`config.mk`:
```
export PLATFORM = sky130hd
export DESIGN_NAME = preamble_inserter_wide
export DESIGN_NICKNAME = d
export VERILOG_FILES = /design/src/rtl/ble_types_pkg.sv /design/src/rtl/preamble_inserter_wide.sv
export SDC_FILE = /design/constraint.sdc
export NUM_CORES = 1
export LEC_CHECK = 0
export ABC_AREA = 1
export CORE_UTILIZATION = 40
export CTS_CLUSTER_SIZE = 40
export DETAILED_ROUTE_END_ITERATION = 10
export PLACE_DENSITY = 0.7
export SETUP_SLACK_MARGIN = 0.1
export SLEW_MARGIN = 20
export SYNTH_ARGS = -nofsm -noshare
export SYNTH_HDL_FRONTEND = slang
export SYNTH_SLANG_ARGS = --single-unit
export TNS_END_PERCENT = 10
```
`constraint.sdc`:
```
create_clock -name aclk -period 2.1 [get_ports aclk]
set_clock_uncertainty 0.05 [all_clocks]
set_input_delay 0.21 -clock aclk [delete_from_list [all_inputs] [get_ports aclk]]
set_output_delay 0.21 -clock aclk [all_outputs]
set_load 0.03 [all_outputs]
```
`src/rtl/ble_types_pkg.sv`:
```
// Shared BLE baseband types: PHY select, preamble lengths/patterns and the
// helpers that pick them, used by TX preamble insertion and RX correlators.
package ble_types;

    typedef enum logic [1:0] {
        BLE_PHY_1M    = 2'd0,
        BLE_PHY_2M    = 2'd1,
        BLE_PHY_CODED = 2'd2
    } ble_phy_t;

    localparam int unsigned BLE_PREAMBLE_LEN_1M    = 8;
    localparam int unsigned BLE_PREAMBLE_LEN_2M    = 16;
    localparam int unsigned BLE_PREAMBLE_LEN_CODED = 80;
    localparam int unsigned BLE_PREAMBLE_LEN_MAX   = 80;

    localparam logic [7:0]  BLE_PREAMBLE_1M    = 8'hAA;
    localparam logic [15:0] BLE_PREAMBLE_2M    = 16'hAAAA;
    localparam logic [79:0] BLE_PREAMBLE_CODED = {10{8'b00111100}};

    // Uncoded preambles alternate starting with the access-address first bit;
    // the base constants start with 0, so a first bit of 1 inverts them.
    function automatic logic [79:0] ble_preamble_pattern(input ble_phy_t phy, input logic first_bit);
        logic [79:0] pattern;
        pattern = '0;
        case (phy)
            BLE_PHY_2M:    pattern[15:0] = first_bit ? ~BLE_PREAMBLE_2M : BLE_PREAMBLE_2M;
            BLE_PHY_CODED: pattern       = BLE_PREAMBLE_CODED;
            default:       pattern[7:0]  = first_bit ? ~BLE_PREAMBLE_1M : BLE_PREAMBLE_1M;
        endcase
        return pattern;
    endfunction

    function automatic logic [6:0] ble_preamble_len(input ble_phy_t phy);
        logic [6:0] len;
        case (phy)
            BLE_PHY_2M:    len = 7'(BLE_PREAMBLE_LEN_2M);
            BLE_PHY_CODED: len = 7'(BLE_PREAMBLE_LEN_CODED);
            default:       len = 7'(BLE_PREAMBLE_LEN_1M);
        endcase
        return len;
    endfunction

endpackage

```
`src/rtl/preamble_inserter_wide.sv`:
```
// Prepends the PHY-specific BLE preamble to an AXI-Stream packet carried in
// DataWidth-bit beats, then streams the packet through one register stage.
module preamble_inserter_wide
    import ble_types::*;
#(
    parameter int DataWidth = 1
) (
    input  logic                 aclk,
    input  logic                 aresetn,
    input  logic                 restart,
    input  ble_phy_t             phy,
    input  logic [DataWidth-1:0] input_tdata,
    input  logic                 input_tvalid,
    output logic                 input_tready,
    input  logic                 input_tlast,
    output logic [DataWidth-1:0] output_tdata,
    output logic                 output_tvalid,
    input  logic                 output_tready,
    output logic                 output_tlast,
    output logic                 busy,
    output logic                 done
);

    generate
        if (!(DataWidth == 1 || DataWidth == 2 || DataWidth == 4 || DataWidth == 8)) begin : g_bad_width
            $error("preamble_inserter_wide: DataWidth must be 1, 2, 4 or 8");
        end
    endgenerate

    typedef enum logic [1:0] {
        ST_IDLE,
        ST_ARMED,
        ST_PREAMBLE,
        ST_DATA
    } state_t;

    state_t               state_q, state_d;
    logic [6:0]           counter_q, counter_d;
    ble_phy_t             phy_q, phy_d;
    logic [79:0]          pattern_q, pattern_d;
    logic [DataWidth-1:0] hold_data_q, hold_data_d;
    logic                 hold_last_q, hold_last_d;
    logic [DataWidth-1:0] out_data_q, out_data_d;
    logic                 out_valid_q, out_valid_d;
    logic                 out_last_q, out_last_d;
    logic                 done_q, done_d;

    logic [79:0] capture_pattern;
    logic [6:0]  preamble_beats;
    logic        in_fire;
    logic        out_fire;

    assign capture_pattern = ble_preamble_pattern(phy, input_tdata[0]);
    assign preamble_beats  = ble_preamble_len(phy_q) / 7'(DataWidth);
    assign in_fire         = input_tvalid && input_tready;
    assign out_fire        = out_valid_q && output_tready;

    // Once the final beat sits in the output register no more input is taken,
    // otherwise the next packet's first beat would slip into this one.
    always_comb begin
        input_tready = 1'b0;
        case (state_q)
            ST_ARMED: input_tready = 1'b1;
            ST_DATA:  input_tready = (!out_valid_q || output_tready) && !out_last_q;
            default:  input_tready = 1'b0;
        endcase
    end

    always_comb begin
        state_d     = state_q;
        counter_d   = counter_q;
        phy_d       = phy_q;
        pattern_d   = pattern_q;
        hold_data_d = hold_data_q;
        hold_last_d = hold_last_q;
        out_data_d  = out_data_q;
        out_valid_d = out_valid_q;
        out_last_d  = out_last_q;
        done_d      = 1'b0;

        if (restart) begin
            state_d     = ST_ARMED;
            counter_d   = '0;
            hold_data_d = '0;
            hold_last_d = 1'b0;
            out_valid_d = 1'b0;
            out_last_d  = 1'b0;
        end else begin
            case (state_q)
                ST_ARMED: begin
                    if (in_fire) begin
                        hold_data_d = input_tdata;
                        hold_last_d = input_tlast;
                        phy_d       = phy;
                        pattern_d   = capture_pattern;
                        out_data_d  = capture_pattern[DataWidth-1:0];
                        out_valid_d = 1'b1;
                        out_last_d  = 1'b0;
                        counter_d   = 7'd1;
                        state_d     = ST_PREAMBLE;
                    end
                end
                ST_PREAMBLE: begin
                    if (out_fire) begin
                        if (counter_q == preamble_beats) begin
                            out_data_d = hold_data_q;
                            out_last_d = hold_last_q;
                            state_d    = ST_DATA;
                        end else begin
                            out_data_d = pattern_q[counter_q*DataWidth +: DataWidth];
                            counter_d  = counter_q + 7'd1;
                        end
                    end
                end
                ST_DATA: begin
                    if (out_fire && out_last_q) begin
                        out_valid_d = 1'b0;
                        out_last_d  = 1'b0;
                        done_d      = 1'b1;
                        state_d     = ST_IDLE;
                    end else if (in_fire) begin
                        out_data_d  = input_tdata;
                        out_last_d  = input_tlast;
                        out_valid_d = 1'b1;
                    end else if (out_fire) begin
                        out_valid_d = 1'b0;
                    end
                end
                default: state_d = state_q;
            endcase
        end
    end

    always_ff @(posedge aclk) begin
        if (!aresetn) begin
            state_q     <= ST_IDLE;
            counter_q   <= '0;
            phy_q       <= BLE_PHY_1M;
            pattern_q   <= '0;
            hold_data_q <= '0;
            hold_last_q <= 1'b0;
            out_data_q  <= '0;
            out_valid_q <= 1'b0;
            out_last_q  <= 1'b0;
            done_q      <= 1'b0;
        end else begin
            state_q     <= state_d;
            counter_q   <= counter_d;
            phy_q       <= phy_d;
            pattern_q   <= pattern_d;
            hold_data_q <= hold_data_d;
            hold_last_q <= hold_last_d;
            out_data_q  <= out_data_d;
            out_valid_q <= out_valid_d;
            out_last_q  <= out_last_d;
            done_q      <= done_d;
        end
    end

    assign output_tdata  = out_data_q;
    assign output_tvalid = out_valid_q;
    assign output_tlast  = out_last_q;
    assign busy          = (state_q != ST_IDLE);
    assign done          = done_q;

endmodule
```
==> run_results.csv, run 1 <==
group,metric,value,unit
run_status,status,"finished, final reports clean",
power_and_ir_drop,netSwitchingPower,0.000316,W
critical_path,worstPathRequired,1.84,ns
power_and_ir_drop,peakVddDrop,0.000323,V
floorplan,chipWidth,65.8,um
clock_network,cts_buffer_depth,2,
global_route,antenna_found_initial,0,
yosys,synth_fp_nets,276,
critical_path,cp_max_fo,4,
cells_and_area,layout-drive-gt1-share,5.82,%
timing,setup_viol,0,
timing,finalCritPeriodShare,92.4,%
timing,fin_crit,1.94,ns
cells_and_area,area_growth,15.6,%
min_path,hold_depth,2,
yosys,yosys.area.top_type,"dfxtp_1",
cells_and_area,nets,295,
power_and_ir_drop,intPower,0.000761,W
yosys,synthDistinctLibCells,25,
min_path,hold_end,"pattern_q[76]",
critical_path,worstReg2RegStart,"state_q[0]",
clock_network,htreeDepth,1,
yosys,ys_warn_count,0,
yosys,postSynthCellCount,257,
drt,via_per_inst,4.88,
drt,drtPass1Iterations,4,
critical_path,crit_type,"reg2out",
clock_network,cts_inserted_buffers,3,
run,max_cap_violations,0,
power_and_ir_drop,cellPowerDensity,572,nW/um^2
clock_network,cts_hold_buffers,0,
critical_path,cp-end-kind,"output port",
timing,finalHoldViolations,0,
power_and_ir_drop,pwr-share-comb,20.5,%
floorplan,floorplan.initialDensity,43.2,%
yosys,synth_edf_count,0,
placed_design,dp_worst_setup_slack,0.224,ns
floorplan,rows,22,
floorplan,core-area,3770,sq um
cells_and_area,antenna_cells,0,
floorplan,die-area,4330,sq um
global_route,grt_use_total,19.2,%
timing,max_freq,0.515,GHz
global_route,grt_pass1_vias,1420,
global_route,grt_max_degree,17,
global_route,grt_overflow_total,0,
yosys,syn_area,1630,sq um
power_and_ir_drop,p_seq_share,48.4,%
critical_path,startpoint_type,"flop",
critical_path,reg2reg_depth,10,
clock_network,clock-sinks,26,
yosys,synthTopCellsByArea,"dfxtp_1 32%, nand2_1 15%, nor2_1 10%",
timing,tightest_slew,0.427,ns
critical_path,ff2ff_setup_slack,0.34,ns
clock_network,cts_tree,"yes",
floorplan,fp.dieH,65.8,um
timing,relSlewSlack,71.4,%
critical_path,worstPathArrival,1.68,ns
min_path,hp-class,"reg2reg",
yosys,synth_top_area_share,32.0,%
placed_design,postPlaceCellArea,1830,sq um
clock_network,root_buffer,"clkbuf_8",
clock_network,clk_pin_slew_worst_paths,0.09,ns
timing,rsz0062_at_grt,"yes",
yosys,avgSynthCellArea,6.34,sq um
timing,fin_ws,0.159,ns
timing,finalSetupTns,0,ns
floorplan,pin_count,15,
cells_and_area,nFillCells,369,
clock_network,clkLatencyLatePin,0.28,ns
drt,drt_iter0_drc,111,
placed_design,gpl.final_weighted_congestion,0.865,
clock_network,post-cts-setup-buffers,0,
drt,drc_errors,0,
drt,vias,1576,
power_and_ir_drop,clockPowerShare,31.0,%
global_route,grt_pass1_wl,6460,um
yosys,synth_async_sr_flop_share,0,%
drt,post_drt_wl_per_cell,11.1,um
drt,routed_wl,3600,um
yosys,ys.flop_type,"dfxtp_1",
power_and_ir_drop,leakagePower,0.830,nW
cells_and_area,design_area,1880,sq um
drt,ant_nets,0,
min_path,hold_start,"pattern_q[76]",
power_and_ir_drop,switching_share,29.3,%
placed_design,dp_hpwl,2770,um
yosys,synth-seq-area-share,32.0,%
yosys,ys_ff_latch,26,
critical_path,worstReg2RegEnd,"output_tlast",
timing,slew_viol_final,0,
placed_design,port_buffers,14,
## area by class of cell
cell class	instances	area (sq um)	share of cell area, %
inverters	37	139	7.38
flip-flops and latches	26	520	27.6
multi-input cells	189	936	49.7
well taps	48	60.1	3.19
repair buffers	19	173	9.17
clock buffers	4	55.1	2.92
## synth_stat cells (2+ instances only)
cell / n
ha_1: 10
dfxtp_1: 26
nor3b_1: 2
nor3_1: 2
nand2_1: 64
nand2_4: 3
nand3_1: 19
inv_1: 36
a21oi_1: 21
nor2_1: 45
o21ai_0: 13
nand4_1: 2
clkbuf_2: 2
## placed cells by master (no fill, tap or decap)
master           count
nor3_1               2
a32oi_1              1
inv_1               36
nand4_1              2
inv_2                1
o21ai_0             13
ha_1                10
clkbuf_8             4
o211a_1              1
nand3_2              1
nand2_1             64
clkdlybuf4s50_1     13
nand3_1             19
nand2_4              3
a21oi_1             21
nor3b_1              2
clkbuf_2             1
nor2_2               1
buf_4                5
nor2_1              45
a22oi_1              1
nor2b_1              1
xor2_1               1
o21a_1               1
dfxtp_1             26
## worst max-delay path, stage by stage, from the launching register on
cell	delay, ns
dfxtp_1	0.40
inv_1	0.10
ha_1	0.21
inv_1	0.05
clkdlybuf4s50_1	0.66
## layer usage
metal	GRT usage, %	up-vias	share of wire [%]
li1	-	849	-
met1	26.3	681	51
met2	30.9	39	43
met3	3.79	7	4.5
met4	4.08	0	0.94
met5	0	-	0
## registers in the layout, summed over array words and instances, names as in the netlist
signal         count
counter_q          7
done               1
hold_data_q        1
hold_last_q        1
output_tdata       1
output_tlast       1
output_tvalid      1
pattern_q          9
phy_q              2
state_q            2
## cell families (layout without fill, tap and decap cells)
logic type	after synthesis	in the layout	share of synthesized area, %
and+or+nand+nor	140	140	36.7
buffers and inverters	42	60	10.6
xor gates and xnor gates	1	1	0.538
DFF	26	26	32.0
adders and majority gates	10	10	7.68
AOI/OAI and AO/OA	38	38	12.5
## what timing repair did
| action | CTS | global route |
|---|---|---|
| endpoints found under the hold margin | 0 | 0 |
| pin swaps | 0 | 0 |
| endpoints found under the setup margin | 1 | 2 |
| resized for setup | 1 | 2 |
## power by group through the flow
stage               clock [W]  combinational, W  sequential [W]
floorplan                   0          0.000148        0.000535
global placement            0          0.000222        0.000533
detailed placement          0          0.000222        0.000533
CTS                  0.000344          0.000221        0.000521
global route         0.000364          0.000252        0.000524
finish               0.000334          0.000221        0.000522
## metrics by stage
step,hold WS [ns],total power [W],cells,utilization [%]
5_1_grt,0.446,0.00114,323,49.9
6_report,0.412,0.00108,323,49.9
3_5_place_dp,0.401,0.000754,319,48.6
4_1_cts,0.416,0.00109,323,50.0
2_1_floorplan,0.311,0.000683,257,-
3_3_place_gp,0.401,0.000755,319,48.6
## how the worst max path moves through the flow
stage                  start           end
2_1_floorplan     state_q[0]  output_tlast
4_1_cts           state_q[0]  input_tready
5_1_grt           state_q[0]          busy
3_5_place_dp      state_q[0]  input_tready
3_3_place_gp   output_tready  input_tready
6_report          state_q[0]          busy
Power figures use the tool's default switching activity.
==> run 2, diff against run 1 <==
- ABC_AREA: 1 -> default
- CORE_ASPECT_RATIO: default -> 0.8
- SKIP_CTS_REPAIR_TIMING: default -> 1
==> run 2 against run 1 <==
  * Synthesized cell count fell by 26%
  * Global-route usage shrank 1.6 points
  * Total power is 7.3% higher
  * Sequential cell count is the same
  * Clock power rose by 24%
  * Wire length is 6.0% lower
  * Sequential power is essentially flat
  * Area after synthesis shrank 3.3%
  * Die area shrank 3.2%
  * Largest cell class unchanged
  * Highest routed layer unchanged
==> run_results.csv, run 2 <==
group,metric,value,unit
timing,finalHoldViolations,0,
yosys,synth_async_sr_flop_share,0,%
yosys,postSynthCellCount,191,
critical_path,worstPathRequired,2.25,ns
drt,post_drt_wl_per_cell,12.8,um
clock_network,clk_pin_slew_worst_paths,0.09,ns
floorplan,pin_count,15,
yosys,synth_common_cells,"26 x dfxtp_1, 21 x nor2_1, 19 x nand2_1, 15 x a21oi_1, 13 x inv_1",
power_and_ir_drop,total_power,0.00116,W
critical_path,cp-end-kind,"flop",
yosys,ys_ff_latch,26,
yosys,avgSynthCellArea,8.25,sq um
cells_and_area,largestRegisters,"pattern_q (9), counter_q (7)",
yosys,ys.flop_type,"dfxtp_1",
floorplan,fp.dieH,58.1,um
timing,rsz0062_at_grt,"yes",
yosys,ys_warn_count,0,
yosys,synth-seq-area-share,33.0,%
cells_and_area,final_common_cell,"dfxtp_1",
critical_path,crit_type,"reg2reg",
global_route,grt_pass1_wl,5750,um
yosys,synth_fp_nets,210,
placed_design,gpl.final_weighted_congestion,0.815,
cells_and_area,regMostFlops,"pattern_q",
yosys,muxShareOfSynthArea,4.85,%
drt,via_per_inst,5.01,
cells_and_area,antenna_cells,0,
timing,relSlewSlack,70.0,%
yosys,synth_top_area_share,33.0,%
cells_and_area,layout-drive-gt1-share,11.4,%
clock_network,clkLatencyLatePin,0.27,ns
timing,whs,0.407,ns
timing,setup_viol,0,
critical_path,worstPathArrival,2.10,ns
clock_network,cts_buffer_depth,2,
critical_path,startpoint_type,"flop",
yosys,synth_edf_count,0,
min_path,hp-class,"reg2reg",
timing,max_freq,0.512,GHz
yosys,synthTopCellsByArea,"dfxtp_1 33%, ha_1 7.9%, nor2_1 5.0%",
floorplan,chipWidth,72.2,um
floorplan,die-area,4190,sq um
run,max_cap_violations,0,
drt,drc_errors,0,
drt,drtPass1Iterations,4,
yosys,synth_top_family_by_area,"simple AND/OR/NAND/NOR gates",
clock_network,cts_inserted_buffers,3,
timing,fin_ws,0.149,ns
drt,drt_iter0_drc,83,
floorplan,rows,20,
clock_network,root_buffer,"clkbuf_8",
cells_and_area,largest_register_ffs,9,
yosys,synth_compound_gate_area_share,19.7,%
drt,ant_nets,0,
global_route,grt_max_degree,16,
run_status,status,"finished, final reports clean",
global_route,grt_use_total,17.6,%
power_and_ir_drop,cellPowerDensity,615,nW/um^2
critical_path,cp_max_fo,9,
timing,slew_viol_final,0,
cells_and_area,design_area,1880,sq um
placed_design,port_buffers,14,
drt,vias,1327,
cells_and_area,fin_cells,265,
cells_and_area,layout_common_cells,"26 x dfxtp_1, 21 x nor2_1, 19 x nand2_1",
placed_design,dp_worst_setup_slack,0.175,ns
yosys,yosysMostFrequentCell,"dfxtp_1",
timing,finalCritPeriodShare,92.9,%
placed_design,dp_hpwl,2500,um
clock_network,clock-sinks,26,
timing,fin_crit,1.95,ns
drt,routed_wl,3380,um
global_route,antenna_found_initial,0,
placed_design,postPlaceCellArea,1810,sq um
yosys,syn_area,1580,sq um
yosys,yosys.area.top_type,"dfxtp_1",
clock_network,cts_tree,"yes",
placed_design,dp.cells,261,
yosys,synth_fa_ha_area_share,7.94,%
global_route,grt_overflow_total,0,
cells_and_area,nFillCells,364,
timing,tightest_slew,0.450,ns
power_and_ir_drop,leakagePower,0.724,nW
clock_network,htreeDepth,1,
power_and_ir_drop,peakVddDrop,0.000451,V
yosys,synth_xor_area_share,4.92,%
cells_and_area,nets,230,
floorplan,core-area,3780,sq um
yosys,yosys.area_share.simple,22.6,%
cells_and_area,area_growth,19.3,%
floorplan,floorplan.initialDensity,41.7,%
global_route,grt_pass1_vias,1195,
yosys,synthDistinctLibCells,41,
-- run 2: through the flow --
step	TNS, ns	util, %
6_report	0	49.7
5_1_grt	0	49.7
4_1_cts	-0.0924	49.7
3_5_place_dp	0	47.8
3_3_place_gp	0	47.8
2_1_floorplan	0	-
-- run 2: report_power, final --
group	internal (W)	switching, W	leakage (nW)
clock network	0.000255	0.000159	0.0357
logic	0.0000960	0.000126	0.478
registers	0.000507	0.0000121	0.211
total	0.000858	0.000297	0.724
-- run 2: final cells by class --
class                           instances  area [sq um]  share of cell area (%)
Tap cell                               55          68.8                    3.66
Sequential cell                        26           520                    27.7
Inverter                               13          48.8                    2.60
Clock buffer                            3          41.3                    2.20
Timing Repair Buffer                   25           225                    12.0
Multi-Input combinational cell        142           945                    50.3
Clock inverter                          1          30.0                    1.60
-- run 2: cells by family after synthesis --
family,count (synthesis)
xor gates and xnor gates,8
muxes,7
buffers and inverters,23
AOI/OAI and AO/OA,45
adders and majority gates,10
and+or+nand+nor,72
DFF,26
-- run 2: routing by layer --
metal  track usage [%]  up-vias  routed length [um]
met5                 0        -                   0
met4              1.68        0                  13
met3              4.17        2                  54
met2              26.4        7                1440
met1              26.3      613                1880
li1                  -      705                   -
-- run 2: critical path, stage by stage, from the launching register on --
cell and delay [ns]:
dfxtp_1 0.35, inv_1 0.10, ha_1 0.37, nor2b_1 0.18, a211oi_1 0.05, a2111oi_1 0.44
o21ai_0 0.17, a41oi_2 0.16
-- run 2: worst paths after layout --
| kind | start | end | slack (ns) | depth (start not counted) |
|---|---|---|---|---|
| worst max register to register | state_q[1] | output_tdata | 0.15 | 7 |
| worst max-delay path | state_q[1] | output_tdata | 0.15 | 7 |
| worst min register to register | pattern_q[14] | pattern_q[14] | 0.41 | 2 |
| worst min-delay path | pattern_q[14] | pattern_q[14] | 0.41 | 2 |
==> run 3, diff against run 2 <==
- SLEW_MARGIN: 20 -> 10
==> results of run 3 <==
No change in the layout: final DEF, timing and power equal those of run 2.
